$ cat config.mk
export PLATFORM = sky130hd
export DESIGN_NAME = proc_zbt_writer
export DESIGN_NICKNAME = d
export VERILOG_FILES = /design/src/rtl/proc_zbt_writer.sv
export SDC_FILE = /design/constraint.sdc
export NUM_CORES = 1
export LEC_CHECK = 0
export CAP_MARGIN = 10
export CORE_ASPECT_RATIO = 1.25
export CORE_MARGIN = 8
export CORE_UTILIZATION = 41
export DETAILED_ROUTE_END_ITERATION = 10
export HOLD_SLACK_MARGIN = 0.03
export PLACE_DENSITY = 0.75
export SLEW_MARGIN = 15
export SYNTH_ARGS = -nofsm -noshare
export SYNTH_HDL_FRONTEND = slang
export SYNTH_SLANG_ARGS = --single-unit
$ cat constraint.sdc
create_clock -name clk -period 2.7 [get_ports clk]
set_clock_uncertainty 0.2 [all_clocks]
set_input_delay 0.405 -clock clk [delete_from_list [all_inputs] [get_ports clk]]
set_output_delay 0.405 -clock clk [all_outputs]
set_load 0.01 [all_outputs]
$ cat src/rtl/proc_zbt_writer.sv
// ZBT bank-1 writer: commits processed pixel pairs during capture frames
// and shares the port with display reads on alternate hcount slots.
module proc_zbt_writer #(
  parameter int H_ACTIVE = 1024,
  parameter int V_ACTIVE = 768,
  parameter int H_TOTAL  = 1344,
  parameter int V_TOTAL  = 806,
  parameter int ZBT_LAT  = 2
) (
  input  logic        clk,
  input  logic        reset,
  input  logic [10:0] hcount,
  input  logic [9:0]  vcount,
  input  logic [35:0] two_proc_pixs,
  input  logic [18:0] proc_pix_addr,
  input  logic [18:0] disp_addr,
  input  logic        capture,
  input  logic        continuous,
  input  logic [35:0] zbt_read_data,
  output logic [18:0] zbt_addr,
  output logic        zbt_we,
  output logic [35:0] zbt_write_data,
  output logic [35:0] disp_pixs,
  output logic        busy,
  output logic        frame_done,
  output logic [18:0] write_count
);

  typedef enum logic [1:0] {
    IDLE,
    ARMED,
    CAPTURE
  } state_t;

  state_t state;

  logic [ZBT_LAT-1:0] we_pipe;
  logic [35:0]        pix_pipe [ZBT_LAT];
  logic [ZBT_LAT:0]   rd_pipe;

  logic frame_start;
  logic frame_end;
  logic do_write;

  always_comb begin
    frame_start = (hcount == '0) && (vcount == '0);
    frame_end   = (hcount == 11'(H_TOTAL - 1)) &&
                  (vcount == 10'(V_TOTAL - 1));
    do_write    = hcount[0] && (state == CAPTURE) &&
                  (hcount < 11'(H_ACTIVE)) &&
                  (vcount < 10'(V_ACTIVE));
  end

  // Read tags need one extra stage: data lands ZBT_LAT cycles after
  // the registered address, and disp_pixs registers it one edge later.
  always_ff @(posedge clk) begin
    if (reset) begin
      state          <= IDLE;
      busy           <= 1'b0;
      frame_done     <= 1'b0;
      write_count    <= '0;
      zbt_addr       <= '0;
      zbt_we         <= 1'b0;
      zbt_write_data <= '0;
      disp_pixs      <= '0;
      we_pipe        <= '0;
      rd_pipe        <= '0;
      for (int i = 0; i < ZBT_LAT; i++)
        pix_pipe[i] <= '0;
    end else begin
      zbt_addr    <= hcount[0] ? proc_pix_addr : disp_addr;
      zbt_we      <= do_write;
      we_pipe[0]  <= do_write;
      pix_pipe[0] <= two_proc_pixs;
      rd_pipe[0]  <= ~hcount[0];
      for (int i = 1; i < ZBT_LAT; i++) begin
        we_pipe[i]  <= we_pipe[i-1];
        pix_pipe[i] <= pix_pipe[i-1];
      end
      for (int i = 1; i <= ZBT_LAT; i++)
        rd_pipe[i] <= rd_pipe[i-1];

      if (we_pipe[ZBT_LAT-1])
        zbt_write_data <= pix_pipe[ZBT_LAT-1];
      if (rd_pipe[ZBT_LAT])
        disp_pixs <= zbt_read_data;

      frame_done <= (state == CAPTURE) && frame_end;

      if ((state != IDLE) && frame_start)
        write_count <= '0;
      else if (zbt_we && (write_count != '1))
        write_count <= write_count + 19'd1;

      unique case (state)
        IDLE: begin
          if (capture) begin
            state <= ARMED;
            busy  <= 1'b1;
          end
        end
        ARMED: begin
          if (frame_start)
            state <= CAPTURE;
        end
        CAPTURE: begin
          if (frame_end && !continuous) begin
            state <= IDLE;
            busy  <= 1'b0;
          end
        end
        default: begin
          state <= IDLE;
          busy  <= 1'b0;
        end
      endcase
    end
  end

endmodule

==> results of run 1 <==
[through the flow]
stage                     hold slack (ns)  power (mW)
after floorplan                    0.2138       3.144
after global placement             0.2166       3.431
after detailed placement           0.2204       3.445
after CTS                          0.1859       5.920
after global routing               0.1951       6.088
final                              0.1808       5.854
[final cells by class]
| class | count | area (µm²) | area share [%] |
|---|---|---|---|
| Clock buffer | 17 | 425.4 | 4.337 |
| Sequential cell | 191 | 3826 | 39.01 |
| Multi-Input combinational cell | 388 | 2552 | 26.02 |
| Inverter | 4 | 15.01 | 0.1531 |
| Timing Repair Buffer | 256 | 2554 | 26.03 |
| Tap cell | 212 | 265.3 | 2.704 |
| Clock inverter | 15 | 171.4 | 1.747 |
[report_power, final]
| part | switching [mW] | internal [mW] |
|---|---|---|
| logic | 0.156 | 0.291 |
| registers | 0.0274 | 2.90 |
| clock network | 1.15 | 1.33 |
[cells in the mapped netlist, types with 2 or more instances]
cell	count
dfxtp_1	191
nor2_1	110
mux2i_1	96
nor2b_1	80
clkbuf_1	18
o21ai_0	14
buf_1	11
a21oi_1	9
nand2_1	9
nand4_1	9
a211oi_1	7
nor4_1	7
buf_2	6
and4_1	5
inv_1	4
nand3_1	4
nor3_1	4
and2_1	3
a21boi_0	2
a22o_1	2
a31oi_1	2
and3_1	2
nor3b_1	2
xnor2_1	2
xor2_1	2
[registers in the layout, indices dropped and copies added (netlist names)]
signal	flops
we_pipe	2
state	2
zbt_write_data	36
busy	1
pix_pipe	72
write_count	19
frame_done	1
disp_pixs	36
zbt_addr	19
rd_pipe	3
[metal layers]
metal  GRT usage [%]  routed length [µm]
met5               0                   0
met4           6.955                 384
met2           30.27                8922
met1           18.08                7122
met3           5.146                1156
[logic make-up (layout without fill, tap and decap cells)]
kind of cell | count (synthesis) | in the layout | share of synthesized area [%]
DFF | 191 | 191 | 58.43
AOI/OAI and AO/OA | 41 | 41 | 3.843
xor gates and xnor gates | 4 | 4 | 0.5355
buffers and inverters | 40 | 292 | 2.562
and+or+nand+nor | 246 | 246 | 19.75
adders and majority gates | 1 | 1 | 0.1912
muxes | 96 | 96 | 14.68
[path summary, 6_finish.rpt]
check / end / slack [ns] / depth (start not counted)
worst max register to register: write_count[14] / 0.57 / 5
worst min-delay path: zbt_addr[12] / 0.18 / 2
worst min register to register: pix_pipe[1][22] / 0.24 / 1
worst max-delay path: zbt_we / 0.52 / 1
==> impl_metrics.json, run 1 <==
{
  "status": "complete, no violations",
  "place.gp.congestion": 0.9141,
  "synth.area.top_cells": "dfxtp_1 58%, mux2i_1 15%, nor2b_1 7.6%",
  "final_cell_mix": "246 x clkdlybuf4s50_1, 189 x dfxtp_1, 110 x nor2_1",
  "root_buffer": "clkbuf_16",
  "grtUsageTotal_pct": 16.93,
  "crit_slowest_cell": "clkdlybuf4s50_1",
  "synth_cells": 619,
  "ctsHoldBuffers": 0,
  "crit_start": "we_pipe[0]",
  "fin_ws_ns": 0.5168,
  "fp-row-count": 51,
  "hpwlAfterDp_um": 13420,
  "maxCapViolCount": 0,
  "ys.flop_type": "dfxtp_1",
  "syn_to_final_growth_pct": 49.90,
  "leakage_nw": 3.600,
  "final_hold_viol_count": 0,
  "final_cell_count_no_fill": 1083,
  "finish.utilization_pct": 62.75,
  "yosys.area.top_type": "dfxtp_1",
  "clkTransAtPathRegs_ns": 0.07,
  "diodes": 0,
  "final_common_cell": "clkdlybuf4s50_1",
  "clock_latency_ns": 0.42,
  "cts-buffers-inserted": 17,
  "crit_chain": "clkdlybuf4s50_1",
  "die_h_um": 157.2,
  "synth_edf_count": 0,
  "grt_max_degree": 77,
  "drtIter0Drc": 237,
  "slowest_delay_ns": 0.61,
  "crit_arrival_ns": 1.58,
  "final_area_um2": 9809,
  "vias_per_cell": 4.765,
  "synth_top_area_share_pct": 58.43,
  "final-setup-viol-count": 0,
  "dp.cells": 1051,
  "seq_area_frac_synth_pct": 58.43,
  "grt_pass1_vias": 5185,
  "finalCritPeriodShare_pct": 80.86,
  "ys_types": 43,
  "gr-total-overflow": 0,
  "ir_drop_v": 0.0004245,
  "wl_per_cell_um": 16.24,
  "cts_resized": 0,
  "cp-start-kind": "register",
  "dpl_cell_area_um2": 9213,
  "max_freq_mhz": 458.0,
  "clock_path_buffers": 2,
  "die_width_um": 129.0,
  "relSlewSlack_pct": 56.41,
  "drv_slew": 0,
  "rsz0062_at_grt": "false",
  "n_fill_cell": 1311,
  "worst_slew_pin_slew_ns": 0.6539,
  "ys_seq_elements": 191,
  "htreeDepth": 4,
  "start_util_pct": 41.86,
  "ant_nets": 0,
  "pre_cts_ws_ns": 0.3938,
  "worstPathMaxFanout": 9,
  "synth_nets": 755,
  "die_area_um2": 20280,
  "worstReg2RegStart": "write_count[0]",
  "cts_tree": "built",
  "ios": 248,
  "grt_pass1_wl_um": 26850,
  "syn_avg_cell_area_um2": 10.57,
  "io_buffers": 247,
  "powerDensity_nw_per_um2": 596.8,
  "drc": 0,
  "antenna_found_initial": 0,
  "min_path_type": "input pin to register",
  "post-cts-setup-buffers": 0,
  "end_kind": "output port",
  "wirelength_um": 17590,
  "fin_nets": 994,
  "worst-setup-path-type": "register to output port",
  "clock-sinks": 191,
  "via_count": 5160,
  "synthArstFlopShare_pct": 0,
  "coreArea_um2": 15630,
  "holdCritStartpoint": "reset",
  "firstDrtPassIters": 4,
  "final_layout_size_suffix_gt1_share_pct": 5.855,
  "cp_data_required_time_ns": 2.10,
  "syn_area_um2": 6544,
  "critPathBufInv": 1,
  "period_minus_slack_ns": 2.183,
  "crit_family": "buffers and inverters",
  "yosysWarnings": 0,
  "setup_tns_ns": 0
}
Note: power is estimated with default switching activity, not from simulation.
==> run 2, diff against run 1 <==
CORE_UTILIZATION = 40   (was 41)
PLACE_DENSITY = 0.77   (was 0.75)
clock period = 1.95 ns   (was 2.7 ns; I/O delays follow)
==> run 2 against run 1 <==
Register-to-register slack worse by 0.50 ns. Cell count is 2.5% higher. Worst hold slack better by 0.033 ns. Utilization is 0.66 points lower. Sequential cell count stayed put. Clock power is 34% higher. Clock-buffer cell count is 2 higher.
==> impl_metrics.json, run 2 (synthesized netlist as in run 1, its figures left out) <==
{
  "fp-row-count": 52,
  "seq_power_share_pct": 50.6,
  "slowest_delay_ns": 0.54,
  "htreeDepth": 4,
  "r2r_end": "write_count[14]",
  "gr-total-overflow": 0,
  "diodes": 0,
  "die_h_um": 159,
  "io_buffers": 247,
  "finalCritPeriodShare_pct": 97.77,
  "holdPathStages": 2,
  "fin_ws_ns": 0.04357,
  "vias_per_cell": 4.584,
  "reg_top3": "pix_pipe x72, disp_pixs x36, zbt_write_data x36",
  "end_kind": "output port",
  "crit_chain": "buf_4 > clkdlybuf4s50_1",
  "via_count": 5088,
  "drc": 0,
  "final_cell_mix": "236 x clkdlybuf4s50_1, 174 x dfxtp_1, 110 x nor2_1",
  "min_path_type": "input pin to register",
  "worstPathMaxFanout": 5,
  "rr_worst_depth": 5,
  "fin_nets": 1017,
  "cts_tree": "built",
  "finish.utilization_pct": 62.09,
  "largest_reg_flops": 72,
  "crit_arrival_ns": 1.41,
  "ios": 248,
  "grt_pass1_vias": 4983,
  "cts-buffers-inserted": 17,
  "syn_to_final_growth_pct": 53.10,
  "hold_path_end": "pix_pipe[0][10]",
  "n_fill_cell": 1375,
  "swShare_pct": 21.94,
  "place.gp.congestion": 0.8008,
  "worst_slew_pin_slew_ns": 0.5183,
  "clock_latency_ns": 0.42,
  "final_common_cell": "clkdlybuf4s50_1",
  "p_clk_share_pct": 41.6,
  "crit_slowest_cell": "clkdlybuf4s50_1",
  "regToRegSetupSlack_ns": 0.07,
  "final-setup-viol-count": 0,
  "wl_per_cell_um": 15.28,
  "drtIter0Drc": 229,
  "p_int_mw": 6.250,
  "clock_path_buffers": 2,
  "powerDensity_nw_per_um2": 799.2,
  "max_freq_mhz": 524.5,
  "root_buffer": "clkbuf_16",
  "holdCritStartpoint": "two_proc_pixs[10]",
  "start_util_pct": 40.56,
  "period_minus_slack_ns": 1.906,
  "hpwlAfterDp_um": 12550,
  "grtUsageTotal_pct": 16.08,
  "whs_ns": 0.2138,
  "die_width_um": 130.4,
  "cp-start-kind": "register",
  "relSlewSlack_pct": 65.45,
  "grt_pass1_wl_um": 26300,
  "ir_drop_v": 0.0005697,
  "status": "complete, no violations",
  "worstReg2RegStart": "write_count[0]",
  "p_switching_mw": 1.757,
  "clkTransAtPathRegs_ns": 0.07,
  "die_area_um2": 20730,
  "clock-sinks": 191,
  "wirelength_um": 16960,
  "firstDrtPassIters": 4,
  "maxCapViolCount": 0,
  "grt_max_degree": 125,
  "antenna_found_initial": 0,
  "worst-setup-path-type": "register to output port",
  "coreArea_um2": 16140,
  "drv_slew": 0,
  "final_layout_size_suffix_gt1_share_pct": 10.07,
  "largest-register": "pix_pipe",
  "pre_cts_ws_ns": -0.1325,
  "cp_data_required_time_ns": 1.46,
  "ant_nets": 0,
  "leakage_nw": 3.801,
  "combPwrFrac_pct": 7.9,
  "final_hold_viol_count": 0
}
==> run 2: cell count changes in the layout (fill, tap and decap cells not counted), sizes merged <==
| cell | delta |
|---|---|
| buf | +22 |
| clkdlybuf4s50 | -10 |
| dlygate4sd2 | +7 |
| clkinv | -3 |
| clkinvlp | +3 |
| dlymetal6s2s | +3 |
| clkbuf | +2 |
| inv | -2 |
| dlygate4sd3 | +1 |
==> run 2: metal layers <==
metal  wire, µm  global-route usage (%)
met1       6849                   17.82
met2       8490                   27.71
met3       1374                   5.462
met4        244                   5.756
met5          0                       0
==> run 2: how the worst max path moves through the flow <==
stage / startpoint / end / slack (ns) / cells after the start
5_1_grt: write_count[7] / write_count[9] / -0.002 / 6
3_3_place_gp: vcount[3] / write_count[16] / -0.15 / 7
3_5_place_dp: vcount[3] / write_count[17] / -0.13 / 7
4_1_cts: write_count[14] / write_count[14] / 0.003 / 1
2_1_floorplan: write_count[0] / write_count[14] / 0.007 / 5
6_report: write_count[1] / write_count[1] / 0.04 / 2
==> run 2: metrics by stage <==
stage               cell area [µm²]  total power, mW  setup TNS, ns  instances
floorplan                      6549            4.353              0        619
global placement               9368            4.761         -2.166       1071
global route                  10020            8.322      -0.002257       1110
detailed placement             9368            4.771         -1.879       1071
finish                        10020            8.007              0       1110
CTS                            9951            8.108              0       1104
==> run 2: cell type report <==
cell class	instances	area [µm²]	area share [%]
Inverter	4	15.01	0.1499
Clock inverter	13	127.6	1.274
Sequential cell	191	3845	38.38
Clock buffer	19	442.9	4.421
Multi-Input combinational cell	388	2565	25.60
Tap cell	216	270.3	2.698
Timing Repair Buffer	279	2753	27.48
==> run 2: worst max-delay path, delay by kind of cell, from the launching register on <==
kind / cells / cell delay [ns]
buffers and inverters: 2 / 0.67
flip-flops: 1 / 0.33
==> run 2: what timing repair did <==
item | 4_1_cts | 5_1_grt
buffers inserted | 0 | 6
endpoints found under the hold margin | 2 | 0
gates resized for setup | 16 | 9
setup endpoints to repair | 12 | 9
pin swaps | 0 | 2
hold buffers | 1 | 0
==> run 2: power groups by stage <==
stage	sequential, mW	clock (mW)	combinational (mW)
after detailed placement	4.14	0	0.631
after global placement	4.14	0	0.624
final	4.05	3.33	0.629
after global routing	4.06	3.59	0.677
after floorplan	4.16	0	0.197
after CTS	4.05	3.42	0.636
